**config.mk**
```make
export PLATFORM = sky130hd
export DESIGN_NAME = lspc_video_timing
export DESIGN_NICKNAME = d
export VERILOG_FILES = /design/src/rtl/lspc_timing_pkg.sv /design/src/rtl/lspc_wrap_cnt.sv /design/src/rtl/lspc_video_timing.sv
export SDC_FILE = /design/constraint.sdc
export NUM_CORES = 1
export LEC_CHECK = 0
export BUFFER_PORTS_ARGS = -buffer_cell sky130_fd_sc_hd__buf_2
export CORE_ASPECT_RATIO = 0.7
export CORE_MARGIN = 4
export CORE_UTILIZATION = 52
export DETAILED_ROUTE_END_ITERATION = 10
export MAX_ROUTING_LAYER = met4
export PLACE_DENSITY_LB_ADDON = 0.25
export SYNTH_ARGS = -nofsm -noshare
export SYNTH_HDL_FRONTEND = slang
export SYNTH_SLANG_ARGS = --single-unit
export TNS_END_PERCENT = 30
```
**constraint.sdc**
```tcl
create_clock -name CLK -period 4.2 [get_ports CLK]
set_input_delay 0 -clock CLK [delete_from_list [all_inputs] [get_ports CLK]]
set_output_delay 0 -clock CLK [all_outputs]
set_load 0.05 [all_outputs]
```
**src/rtl/lspc_timing_pkg.sv**
```systemverilog
// ---------------------------------------------------------------------------
// lspc_timing_pkg
// Shared constants and helpers for the LSPC raster timing generator.
//   - Vertical raster landmarks (first line per mode, last line, blanking
//     window, vertical sync length).
//   - vmode_e : video standard selector (NTSC / PAL).
//   - v_first_of() : first raster line for a given standard.
// ---------------------------------------------------------------------------
package lspc_timing_pkg;

    localparam logic [8:0] V_FIRST_NTSC = 9'h0F8;
    localparam logic [8:0] V_FIRST_PAL  = 9'h0C8;
    localparam logic [8:0] V_LAST       = 9'h1FF;
    localparam logic [8:0] VBL_START    = 9'h1F0;
    localparam logic [8:0] VBL_END      = 9'h110;
    localparam logic [8:0] VSYNC_LEN    = 9'd8;

    typedef enum logic {
        VMODE_NTSC = 1'b0,
        VMODE_PAL  = 1'b1
    } vmode_e;

    function automatic logic [8:0] v_first_of(input vmode_e mode);
        return (mode == VMODE_PAL) ? V_FIRST_PAL : V_FIRST_NTSC;
    endfunction

endpackage

```
**src/rtl/lspc_wrap_cnt.sv**
```systemverilog
// ---------------------------------------------------------------------------
// lspc_wrap_cnt
// 9-bit counter with enable, wrap detection and reload value. Used for both
// the horizontal pixel counter and the vertical raster counter.
//   CLK      in   system clock
//   nRESETP  in   asynchronous active-low reset (counter -> RST_VAL)
//   en       in   advance the counter this cycle
//   last     in   final count; the counter reloads after it
//   load     in   value taken when wrapping
//   cnt      out  current (registered) count
//   cnt_nxt  out  value cnt will hold after this clock edge
//   wrap     out  en is set and cnt == last (reload happens this edge)
// ---------------------------------------------------------------------------
module lspc_wrap_cnt #(
    parameter logic [8:0] RST_VAL = 9'd0
) (
    input  logic       CLK,
    input  logic       nRESETP,
    input  logic       en,
    input  logic [8:0] last,
    input  logic [8:0] load,
    output logic [8:0] cnt,
    output logic [8:0] cnt_nxt,
    output logic       wrap
);

    assign wrap = en && (cnt == last);

    // The next value is exported so downstream decoders can register their
    // outputs on the same edge the counter moves.
    always_comb begin
        cnt_nxt = cnt;
        if (en) begin
            cnt_nxt = wrap ? load : cnt + 9'd1;
        end
    end

    always_ff @(posedge CLK or negedge nRESETP) begin
        if (!nRESETP) begin
            cnt <= RST_VAL;
        end else begin
            cnt <= cnt_nxt;
        end
    end

endmodule

```
**src/rtl/lspc_video_timing.sv**
```systemverilog
// ---------------------------------------------------------------------------
// lspc_video_timing
// Raster timing generator driven by the 6 MHz pixel enable. Keeps the
// horizontal and vertical counters and produces registered sync, blanking
// and event strobes.
//
// Optional feature: define LSPC_SNAP_EN to build the V_CNT snapshot register
// (SNAP_V). Without it SNAP_V is constant 0 and SNAP_REQ has no effect.
//
// Ports:
//   CLK           in   system clock
//   nRESETP       in   asynchronous active-low reset
//   LSPC_EN_6M_P  in   pixel enable, one CLK wide
//   VMODE         in   0 = NTSC (264 lines), 1 = PAL (312 lines)
//   SNAP_REQ      in   counter snapshot request
//   H_CNT         out  pixel counter 0..H_TOTAL-1
//   V_CNT         out  raster counter V_FIRST..0x1FF
//   nHSYNC        out  horizontal sync, active low
//   nVSYNC        out  vertical sync, active low
//   CHBL          out  horizontal blank
//   nBNKB         out  vertical blank, active low
//   LINE_START    out  one-CLK pulse after H_CNT wraps to 0
//   FRAME_START   out  one-CLK pulse after V_CNT reloads
//   VBL_IRQ       out  one-CLK pulse on reaching V_CNT=0x1F0, H_CNT=0
//   SNAP_V        out  latched V_CNT
// ---------------------------------------------------------------------------
module lspc_video_timing
    import lspc_timing_pkg::*;
#(
    parameter int H_TOTAL   = 384,
    parameter int HSYNC_LEN = 28,
    parameter int HBL_START = 376,
    parameter int HBL_END   = 56
) (
    input  logic       CLK,
    input  logic       nRESETP,
    input  logic       LSPC_EN_6M_P,
    input  logic       VMODE,
    input  logic       SNAP_REQ,
    output logic [8:0] H_CNT,
    output logic [8:0] V_CNT,
    output logic       nHSYNC,
    output logic       nVSYNC,
    output logic       CHBL,
    output logic       nBNKB,
    output logic       LINE_START,
    output logic       FRAME_START,
    output logic       VBL_IRQ,
    output logic [8:0] SNAP_V
);

    localparam logic [8:0] H_LAST     = 9'(H_TOTAL - 1);
    localparam logic [8:0] HSYNC_END  = 9'(HSYNC_LEN);
    localparam logic [8:0] HBL_END_C  = 9'(HBL_END);
    localparam logic [8:0] HBL_STRT_C = 9'(HBL_START);

    logic [8:0] h_nxt;
    logic [8:0] v_nxt;
    logic       h_wrap;
    logic       v_wrap;
    logic       v_en;
    logic [8:0] v_load;
    logic [8:0] vs_first;
    vmode_e     mode_q;
    vmode_e     mode_nxt;
    vmode_e     vmode_in;

    assign vmode_in = vmode_e'(VMODE);

    // The raster counter only moves on the pixel enable that ends a line.
    assign v_en = LSPC_EN_6M_P & h_wrap;

    // VMODE is looked at only at the frame reload: the new frame starts on
    // the requested standard's first line and that standard stays active
    // until the next reload.
    assign v_load   = v_first_of(vmode_in);
    assign mode_nxt = v_wrap ? vmode_in : mode_q;
    assign vs_first = v_first_of(mode_nxt);

    lspc_wrap_cnt #(
        .RST_VAL (9'd0)
    ) u_h_cnt (
        .CLK     (CLK),
        .nRESETP (nRESETP),
        .en      (LSPC_EN_6M_P),
        .last    (H_LAST),
        .load    (9'd0),
        .cnt     (H_CNT),
        .cnt_nxt (h_nxt),
        .wrap    (h_wrap)
    );

    lspc_wrap_cnt #(
        .RST_VAL (V_FIRST_NTSC)
    ) u_v_cnt (
        .CLK     (CLK),
        .nRESETP (nRESETP),
        .en      (v_en),
        .last    (V_LAST),
        .load    (v_load),
        .cnt     (V_CNT),
        .cnt_nxt (v_nxt),
        .wrap    (v_wrap)
    );

    // Decoders work on the counters' next values so every level and pulse
    // changes on the same edge as the counters. With no enable the next
    // values equal the current ones, so levels hold and pulses drop.
    always_ff @(posedge CLK or negedge nRESETP) begin
        if (!nRESETP) begin
            mode_q      <= VMODE_NTSC;
            nHSYNC      <= 1'b0;
            nVSYNC      <= 1'b0;
            CHBL        <= 1'b1;
            nBNKB       <= 1'b0;
            LINE_START  <= 1'b0;
            FRAME_START <= 1'b0;
            VBL_IRQ     <= 1'b0;
        end else begin
            mode_q      <= mode_nxt;
            nHSYNC      <= !(h_nxt < HSYNC_END);
            CHBL        <= (h_nxt < HBL_END_C) || (h_nxt >= HBL_STRT_C);
            nVSYNC      <= !((v_nxt >= vs_first) && (v_nxt < vs_first + VSYNC_LEN));
            nBNKB       <= !((v_nxt < VBL_END) || (v_nxt >= VBL_START));
            LINE_START  <= h_wrap;
            FRAME_START <= v_wrap;
            VBL_IRQ     <= h_wrap && (v_nxt == VBL_START);
        end
    end

`ifdef LSPC_SNAP_EN
    // Captures the registered V_CNT, i.e. the value before any increment
    // happening on the same edge.
    always_ff @(posedge CLK or negedge nRESETP) begin
        if (!nRESETP) begin
            SNAP_V <= 9'd0;
        end else if (SNAP_REQ) begin
            SNAP_V <= V_CNT;
        end
    end
`else
    // No snapshot register: output is constant 0. SNAP_REQ is folded in with
    // a zero mask so the input stays referenced.
    assign SNAP_V = 9'd0 & {9{SNAP_REQ}};
`endif

endmodule

```
==> results of run 1 <==
layout make-up:
cell class	instances	area, um^2	share of cell area
multi-input cells	117	805	0.456
inverters	11	42.5	0.0241
flip-flops and latches	26	658	0.373
repair buffers	30	158	0.0894
well taps	36	45.0	0.0256
clock buffers	4	55.1	0.0312
worst max-delay path, cell delays in order (launching register included):
cell      delay, ns
dfrtp_1        0.50
ha_1           0.33
and3_2         0.27
and3_1         0.17
ha_1           0.38
inv_1          0.23
nor4_1         0.56
mux2i_2        0.41
inv_1          0.08
ha_1           0.31
a221oi_1       0.36
nand4b_1       0.14
Yosys cell counts, types with 2 or more instances:
| cell type | instances |
|---|---|
| nand2_1 | 17 |
| nor4_1 | 3 |
| inv_1 | 10 |
| buf_4 | 9 |
| a21o_2 | 2 |
| nand4b_1 | 2 |
| o21ai_0 | 8 |
| dfrtp_1 | 20 |
| nand4_1 | 2 |
| xnor2_1 | 5 |
| nand3_1 | 13 |
| buf_6 | 2 |
| nor2_1 | 3 |
| mux2i_1 | 4 |
| a31oi_1 | 2 |
| o211ai_1 | 2 |
| dfstp_2 | 6 |
| o31ai_1 | 3 |
| nand2b_1 | 2 |
| a21oi_1 | 4 |
| ha_1 | 6 |
| nor3_1 | 2 |
| and3_1 | 3 |
what timing repair did:
item | CTS | global route
hold endpoints to repair | 20 | 0
gates resized for setup | 0 | 1
hold buffers | 1 | 0
setup endpoints to repair | 0 | 1
registers in the layout, indices dropped and copies added, names as in the netlist:
signal / cells
u_v_cnt.cnt: 9
VBL_IRQ: 1
u_h_cnt.cnt: 9
nHSYNC: 1
mode_q: 1
FRAME_START: 1
CHBL: 1
nBNKB: 1
nVSYNC: 1
LINE_START: 1
cells in the final DEF (no fill, tap or decap), drive strengths merged, types with 2 or more instances in the layout:
cell and instances:
ha 6, mux2i 4, nand2 18, dfstp 6, a31oi 2, xnor2 5
a21oi 6, nand4 3, dfrtp 20, o211ai 2, a21o 2, buf 29
clkbuf 4, inv 10, or3 3, nand4b 2, and3 4, nor2 3
nand2b 2, o31ai 3, nand3 14, conb 9, o21ai 8, nor3 2
nor4 4, o22ai 2
through the flow:
step,power (mW),cell area (um^2)
6_report,0.734,1760
5_1_grt,0.774,1760
4_1_cts,0.742,1760
3_3_place_gp,0.573,1690
3_5_place_dp,0.577,1690
2_1_floorplan,0.524,1600
worst paths after layout:
path | from | endpoint | depth (start not counted)
min in group asynchronous | nRESETP | VBL_IRQ$_DFF_PN0_ | 2
max in group asynchronous | nRESETP | u_v_cnt.cnt[3]$_DFF_PN1_ | 2
worst min register to register | u_h_cnt.cnt[0]$_DFF_PN0_ | u_h_cnt.cnt[0]$_DFF_PN0_ | 1
worst max register to register | u_v_cnt.cnt[0]$_DFF_PN0_ | nVSYNC$_DFF_PN0_ | 11
worst max-delay path | u_v_cnt.cnt[0]$_DFF_PN0_ | nVSYNC$_DFF_PN0_ | 11
worst min-delay path | LSPC_EN_6M_P | u_h_cnt.cnt[0]$_DFF_PN0_ | 2
where the power goes:
part           internal [mW]  switching, mW
clock                 0.0839         0.0776
sequential             0.284         0.0401
combinational         0.0605          0.187
total                  0.429          0.305
kinds of logic (layout without fill, tap and decap cells):
group,count (synthesis),after routing,synth area share
flip-flops,26,26,0.420
AND/OR/NAND/NOR,61,61,0.232
other,1,9,0.00240
adder cells (fa/ha/maj),6,6,0.0480
XOR/XNOR,5,5,0.0280
buffers and inverters,23,45,0.0871
AO/OA/AOI/OAI,32,32,0.157
multiplexers,4,4,0.0256
layer usage:
metal,GRT usage,vias to the layer above,routed length [um]
li1,-,614,-
met5,-,-,0
met3,0.0560,4,281
met2,0.300,49,1520
met1,0.269,615,1660
met4,0.0602,0,34
==> results.toml, run 1 <==
[sta]
fin_crit_ns = 3.86
worst_pin_slew_ns = 0.566
worst_slew_margin_rel = 0.623
post-route-period-util = 0.920
drv_slew = 0
setup_viol_count_final = 0
setup-tns-final_ns = 0
hold-worst-slack_ns = 0.0383
setup_slack_ns = 0.336
fmax_mhz = 259
finalHoldViolCount = 0
fin_skew_ns = 0.00646
rsz0062_at_grt = "false"

[run]
maxCapViolations = 0

[die]
core_area_um2 = 2840
start_util = 0.551
die_w_um = 73.6
dieArea_um2 = 3970
rows = 16
io_pins = 39
die_h_um = 53.9

[drt]
drt-total-wl_um = 3500
dr.pass1.iters = 4
drc_errors = 0
postRouteAntennaNets = 0
wire_per_inst_um = 15.6
drtIter0Drc = 64
num_vias = 1282
via_per_inst = 5.72

[final_layout]
utilization = 0.620
nNetsFinal = 200
diodes = 0
final-instance-count-excl-fill = 224
syn2layout_area_growth_pct = 12.6
fillCellCount = 243
drive_above_1_share = 0.309

[placed_design]
finalWeightedCongestion = 0.845
post-place-ws_ns = 0.382
place_hpwl_um = 2630
dp.cells = 219
portBuffers = 28

[pwr]
peakVddDrop_v = 0.000310
p_leak_nw = 0.865
powerDensity_nw_per_um2 = 416

[critical_path]
required_ns = 4.34
cp_max_fo = 10
start_kind = "flip-flop"
worstSetupEndpointType = "flip-flop"
r2r_slack_ns = 0.34
cp_data_arrival_time_ns = 4.00
crit_type = "reg -> reg"

[clocking]
clk_pin_slew_ns = 0.09
h-tree-depth = 1
clockBufferDepth = 2
clkSinkCount = 26
cts-buffers-inserted = 3
cts_setup_buffers = 0
cts_tree = "yes"
cts-root-buf = "clkbuf_8"
clk_latency_ns = 0.27

[synthesis]
synth_top_cell_by_area = "dfrtp_1"
synth_top_area_frac = 0.320
synth.yosys.seq_area_share = 0.420
synth_edf_count = 0
synth_area_leaders = "dfrtp_1, dfstp_2, ha_1, buf_4, nand3_1"
synthFlopType = "dfrtp_1"
synth_cells = 158
ys_warn_count = 0
netlist_area_um2 = 1570
ys_seq_elements = 26
async_reset_ff_frac = 1.00
yosysUniqueCellTypes = 51
synth.avg_cell_area_um2 = 9.91

[global_route]
antenna_found_initial = 0
globalRouteOverflowTotal = 0
grt_usage = 0.202
grt_pass1_wl_um = 5740
grt_max_degree = 27
grt_pass1_vias = 1191

[min_path]
hp-class = "in -> reg"

[run_status]
status = "completed"
No activity file was read; power rests on OpenSTA's default activity.
==> run 2, diff against run 1 <==
--- a/config.mk
+++ b/config.mk
@@ -8,7 +8,7 @@
 export BUFFER_PORTS_ARGS = -buffer_cell sky130_fd_sc_hd__buf_2
 export CORE_ASPECT_RATIO = 0.7
 export CORE_MARGIN = 4
-export CORE_UTILIZATION = 52
+export CORE_UTILIZATION = 57
 export DETAILED_ROUTE_END_ITERATION = 10
 export MAX_ROUTING_LAYER = met4
 export PLACE_DENSITY_LB_ADDON = 0.25
==> constraint.sdc (replaced) <==
create_clock -name CLK -period 4.9 [get_ports CLK]
set_input_delay 0 -clock CLK [delete_from_list [all_inputs] [get_ports CLK]]
set_output_delay 0 -clock CLK [all_outputs]
set_load 0.05 [all_outputs]
==> run 2 against run 1 <==
  * Utilization grew 7.0 points
  * First-iteration DRC count grew 53%
  * Sequential power shrank 14%
  * Worst hold slack lost 0.014 ns
  * Design area shrank 0.78%
  * Via count grew 2.7%
  * Sequential cell count is the same
==> results.toml, run 2 (synthesized netlist as in run 1, its figures left out) <==
[run_status]
status = "completed"

[pwr]
p_sw_uw = 263
clockPowerShare = 0.218
internal-power_uw = 367
powerDensity_nw_per_um2 = 361
p_leak_nw = 0.860
seq_power_share = 0.441
switching_share = 0.418
comb_power_share = 0.340
peakVddDrop_v = 0.000250

[final_layout]
utilization = 0.690
final_cell_mix = "buf_2, dfrtp_1, nand2_1"
seq_area_um2 = 658
syn2layout_area_growth_pct = 11.8
diodes = 0
final_area_um2 = 1750
mostFrequentLayoutCell = "buf_2"
nNetsFinal = 199
final-instance-count-excl-fill = 221
drive_above_1_share = 0.299
multiInputGateArea_um2 = 801
fillCellCount = 206
reg_top3 = "u_h_cnt.cnt x9, u_v_cnt.cnt x9"

[placed_design]
portBuffers = 28
post-place-ws_ns = 1.03
dp.cells = 216
place_hpwl_um = 2660
finalWeightedCongestion = 0.857
dpl-instance-area_um2 = 1680

[min_path]
hp-class = "in -> reg"
min_path_cells = 2
min_from = "LSPC_EN_6M_P"

[drt]
num_vias = 1316
drc_errors = 0
dr.pass1.iters = 4
wire_per_inst_um = 15.6
drtIter0Drc = 98
postRouteAntennaNets = 0
via_per_inst = 5.95
drt-total-wl_um = 3450

[die]
dieArea_um2 = 3660
io_pins = 39
rows = 15
start_util = 0.618
die_w_um = 70.6
core_area_um2 = 2530
die_h_um = 51.8

[critical_path]
cp_data_arrival_time_ns = 4.10
crit_type = "reg -> reg"
cp_top_family = "simple AND/OR/NAND/NOR gates"
cp_num_cells = 11
worstSetupEndpointType = "flip-flop"
crit_top_cell = "ha_1"
r2r_start = "u_v_cnt.cnt[0]$_DFF_PN0_"
required_ns = 5.04
cp_max_fo = 10
cpPeakStageDelay_ns = 0.55
cp.buffers_inverters = 2
crit_start = "u_v_cnt.cnt[0]$_DFF_PN0_"
worstPathCellList = "ha_1 > and3_2 > and3_1 > ha_1 > inv_1 > nor4_1 > mux2i_1 > inv_1 > ha_1 > a221oi_1 > nand4b_1"
start_kind = "flip-flop"
ff2ff_path_depth = 11
cpMaxStageDelayCell = "nor4_1"

[clocking]
clkSinkCount = 26
clockBufferDepth = 2
clk_pin_slew_ns = 0.09
clk_latency_ns = 0.27
h-tree-depth = 1
cts-root-buf = "clkbuf_8"
cts_tree = "yes"
cts-buffers-inserted = 3
cts_resized = 0

[sta]
post-route-period-util = 0.810
setup_slack_ns = 0.931
worst_pin_slew_ns = 0.577
worst_slew_margin_rel = 0.615
rsz0062_at_grt = "false"
setup-tns-final_ns = 0
fin_skew_ns = 0.00635
finalHoldViolCount = 0
fmax_mhz = 252
fin_crit_ns = 3.97
drv_slew = 0
setup_viol_count_final = 0

[global_route]
grt_usage = 0.208
grt_pass1_wl_um = 5820
grt_pass1_vias = 1193
antenna_found_initial = 0
globalRouteOverflowTotal = 0
grt_max_degree = 27

[run]
maxCapViolations = 0
==> run 2: worst paths after layout <==
| check | slack [ns] | end |
|---|---|---|
| min in group asynchronous | 0.25 | VBL_IRQ$_DFF_PN0_ |
| worst max register to register | 0.93 | nVSYNC$_DFF_PN0_ |
| worst max-delay path | 0.93 | nVSYNC$_DFF_PN0_ |
| max in group asynchronous | 4.26 | u_v_cnt.cnt[6]$_DFF_PN1_ |
| worst min-delay path | 0.02 | u_h_cnt.cnt[0]$_DFF_PN0_ |
| worst min register to register | 0.53 | u_h_cnt.cnt[0]$_DFF_PN0_ |
==> run 2: final cells by class <==
cell class              count  area share
clock buffers               4      0.0315
inverters                  11      0.0243
flip-flops and latches     26       0.376
well taps                  34      0.0243
repair buffers             29      0.0858
multi-input cells         117       0.458
==> run 2: per-stage QoR <==
step | total power [mW] | hold WS [ns]
after global placement | 0.491 | 0.0255
after CTS | 0.633 | 0.0243
final | 0.631 | 0.0244
after floorplan | 0.449 | -0.296
after global routing | 0.658 | 0.0453
after detailed placement | 0.498 | 0.0292
==> run 2: repair_timing <==
item	4_1_cts	5_1_grt
endpoints found under the hold margin	20	0
hold buffers	1	0
buffers inserted	0	0
==> run 2: worst register-to-register path: cells and delay by family, from the launching register on <==
family / cells / cell delay [ns]
and+or+nand+nor: 4 / 1.14
adders and majority gates: 3 / 1.02
muxes: 1 / 0.54
DFF: 1 / 0.49
buffers and inverters: 2 / 0.33
AOI/OAI and AO/OA: 1 / 0.32
==> run 2: layer usage <==
| metal | track usage | part of all wire | vias up |
|---|---|---|---|
| met1 | 0.281 | 0.44 | 620 |
| met2 | 0.317 | 0.44 | 74 |
| li1 | - | - | 614 |
| met4 | 0.0563 | 0.011 | 0 |
| met5 | - | 0 | - |
| met3 | 0.0521 | 0.10 | 8 |
==> run 2: power by group through the flow <==
| stage | Clock (mW) | Combinational, mW | Sequential (mW) |
|---|---|---|---|
| 5_1_grt | 0.148 | 0.227 | 0.283 |
| 2_1_floorplan | 0 | 0.0749 | 0.375 |
| 3_5_place_dp | 0 | 0.215 | 0.283 |
| 4_1_cts | 0.139 | 0.216 | 0.278 |
| 6_report | 0.138 | 0.215 | 0.278 |
| 3_3_place_gp | 0 | 0.211 | 0.280 |
==> run 3, diff against run 2 <==
--- a/config.mk
+++ b/config.mk
@@ -8,7 +8,7 @@
 export BUFFER_PORTS_ARGS = -buffer_cell sky130_fd_sc_hd__buf_2
 export CORE_ASPECT_RATIO = 0.7
 export CORE_MARGIN = 4
-export CORE_UTILIZATION = 57
+export CORE_UTILIZATION = 47
 export DETAILED_ROUTE_END_ITERATION = 10
 export MAX_ROUTING_LAYER = met4
 export PLACE_DENSITY_LB_ADDON = 0.25
==> constraint.sdc (replaced) <==
create_clock -name CLK -period 3.5 [get_ports CLK]
set_input_delay 0 -clock CLK [delete_from_list [all_inputs] [get_ports CLK]]
set_output_delay 0 -clock CLK [all_outputs]
set_load 0.05 [all_outputs]
==> run 3 against run 2 <==
  * Fmax up 25%
  * Combinational power increased by 38%
  * Critical endpoint unchanged
  * Clock power increased by 83%
  * Clock-buffer cell count fell by 1
  * Via count shrank 3.8%
  * Non-clock buffer count is 3 higher
  * Critical path depth unchanged
  * Largest cell class unchanged
  * Sequential share of layout area is 0.83 points lower
  * Setup slack lost 0.61 ns
==> results.toml, run 3 (synthesized netlist as in run 1, its figures left out) <==
[drt]
postRouteAntennaNets = 0
dr.pass1.iters = 4
drt-total-wl_um = 3540
num_vias = 1266
drtIter0Drc = 103
wire_per_inst_um = 15.5
drc_errors = 0
via_per_inst = 5.55

[clocking]
clockBufferDepth = 2
cts_tree = "yes"
h-tree-depth = 1
cts_setup_buffers = 0
cts_hold_buf = 1
cts-buffers-inserted = 3
cts_resized = 0
clk_pin_slew_ns = 0.09
cts-root-buf = "clkbuf_8"
clk_latency_ns = 0.27
clkSinkCount = 26

[global_route]
globalRouteOverflowTotal = 0
grt_usage = 0.169
grt_max_degree = 27
grt_pass1_wl_um = 5700
antenna_found_initial = 0
grt_pass1_vias = 1176

[critical_path]
r2r_start = "u_v_cnt.cnt[0]$_DFF_PN0_"
worstPathCellList = "ha_1 > and3_2 > and3_1 > ha_1 > inv_1 > nor4_1 > mux2i_1 > inv_1 > ha_1 > a221oi_1 > nand4b_1"
cpPeakStageDelay_ns = 0.50
cp_data_arrival_time_ns = 3.33
cp_top_family = "simple AND/OR/NAND/NOR gates"
r2r_slack_ns = 0.32
cp_max_fo = 9
ff2ff_path_depth = 11
cp.buffers_inverters = 2
worstSetupEndpointType = "flip-flop"
cpMaxStageDelayCell = "nor4_1"
crit_top_cell = "ha_1"
regToRegEndpoint = "nVSYNC$_DFF_PN0_"
crit_type = "reg -> reg"
required_ns = 3.65
start_kind = "flip-flop"

[die]
core_area_um2 = 3170
die_h_um = 56.3
dieArea_um2 = 4330
die_w_um = 77.0
io_pins = 39
rows = 17
start_util = 0.494

[pwr]
peakVddDrop_v = 0.000465
seq_power_share = 0.415
powerDensity_nw_per_um2 = 523
p_leak_nw = 0.878
comb_power_share = 0.316
p_sw_uw = 373
internal-power_uw = 567
clockPowerShare = 0.269
switching_share = 0.397

[final_layout]
mostFrequentLayoutCell = "buf_2"
final_cell_mix = "buf_2, dfrtp_1, nand2_1"
diodes = 0
syn2layout_area_growth_pct = 14.7
fillCellCount = 280
final_area_um2 = 1800
nNetsFinal = 202
drive_above_1_share = 0.321
reg_top3 = "u_h_cnt.cnt x9, u_v_cnt.cnt x9"

[placed_design]
place_hpwl_um = 2640
dpl-instance-area_um2 = 1710
portBuffers = 28
finalWeightedCongestion = 0.823

[run_status]
status = "completed"

[sta]
post-route-period-util = 0.907
fin_crit_ns = 3.18
finalHoldViolCount = 0
setup-tns-final_ns = 0
setup_viol_count_final = 0
drv_slew = 0
worst_pin_slew_ns = 0.573
worst_slew_margin_rel = 0.618
hold-worst-slack_ns = 0.0308
rsz0062_at_grt = "false"
fin_skew_ns = 0.00431
fmax_mhz = 315

[run]
maxCapViolations = 0

[min_path]
min_path_cells = 2
min_to = "u_h_cnt.cnt[0]$_DFF_PN0_"
hp-class = "in -> reg"
min_from = "LSPC_EN_6M_P"
==> run 3: power by group through the flow <==
stage               clock (mW)  sequential, mW  combinational, mW
floorplan                    0           0.524              0.105
global placement             0           0.393              0.295
detailed placement           0           0.396              0.298
CTS                      0.257           0.390              0.299
global route             0.269           0.397              0.312
finish                   0.253           0.390              0.297
==> run 3: how the worst max path moves through the flow <==
stage                                   from               end  slack, ns  cells past startpoint
floorplan           u_v_cnt.cnt[2]$_DFF_PN0_  nVSYNC$_DFF_PN0_       0.13                     12
global placement    u_v_cnt.cnt[0]$_DFF_PN0_  nVSYNC$_DFF_PN0_       0.48                     11
detailed placement  u_v_cnt.cnt[0]$_DFF_PN0_  nVSYNC$_DFF_PN0_       0.40                     11
CTS                 u_v_cnt.cnt[0]$_DFF_PN0_  nVSYNC$_DFF_PN0_       0.36                     11
global route        u_v_cnt.cnt[0]$_DFF_PN0_  nVSYNC$_DFF_PN0_       0.12                     11
finish              u_v_cnt.cnt[0]$_DFF_PN0_  nVSYNC$_DFF_PN0_       0.32                     11
==> run 3: metal layers <==
layer,GRT usage,part of all wire,vias to the layer above
met2,0.254,0.43,51
met3,0.0385,0.075,4
met4,0.0355,0.0054,0
met5,-,0,-
li1,-,-,621
met1,0.234,0.49,590
==> run 3: area by class of cell <==
class,instances,area [um^2],area share
clock buffers,3,41.3,0.0230
clock inverters,1,30.0,0.0167
inverters,11,42.5,0.0237
multi-input cells,117,801,0.446
flip-flops and latches,26,661,0.368
well taps,38,47.5,0.0265
repair buffers,32,173,0.0962
==> run 3: through the flow <==
step,cells,util,power [mW],setup slack (ns)
floorplan,166,-,0.629,0.127
global placement,223,0.541,0.688,0.477
detailed placement,223,0.541,0.693,0.400
CTS,228,0.567,0.946,0.364
global route,228,0.567,0.979,0.119
finish,228,0.567,0.940,0.325
==> run 3: worst register-to-register path, cell delays in order (launching register included) <==
cell      delay (ns)
dfrtp_2         0.45
ha_1            0.30
and3_2          0.27
and3_1          0.17
ha_1            0.16
inv_1           0.06
nor4_1          0.50
mux2i_1         0.31
inv_1           0.07
ha_1            0.31
a221oi_1        0.32
nand4b_1        0.13
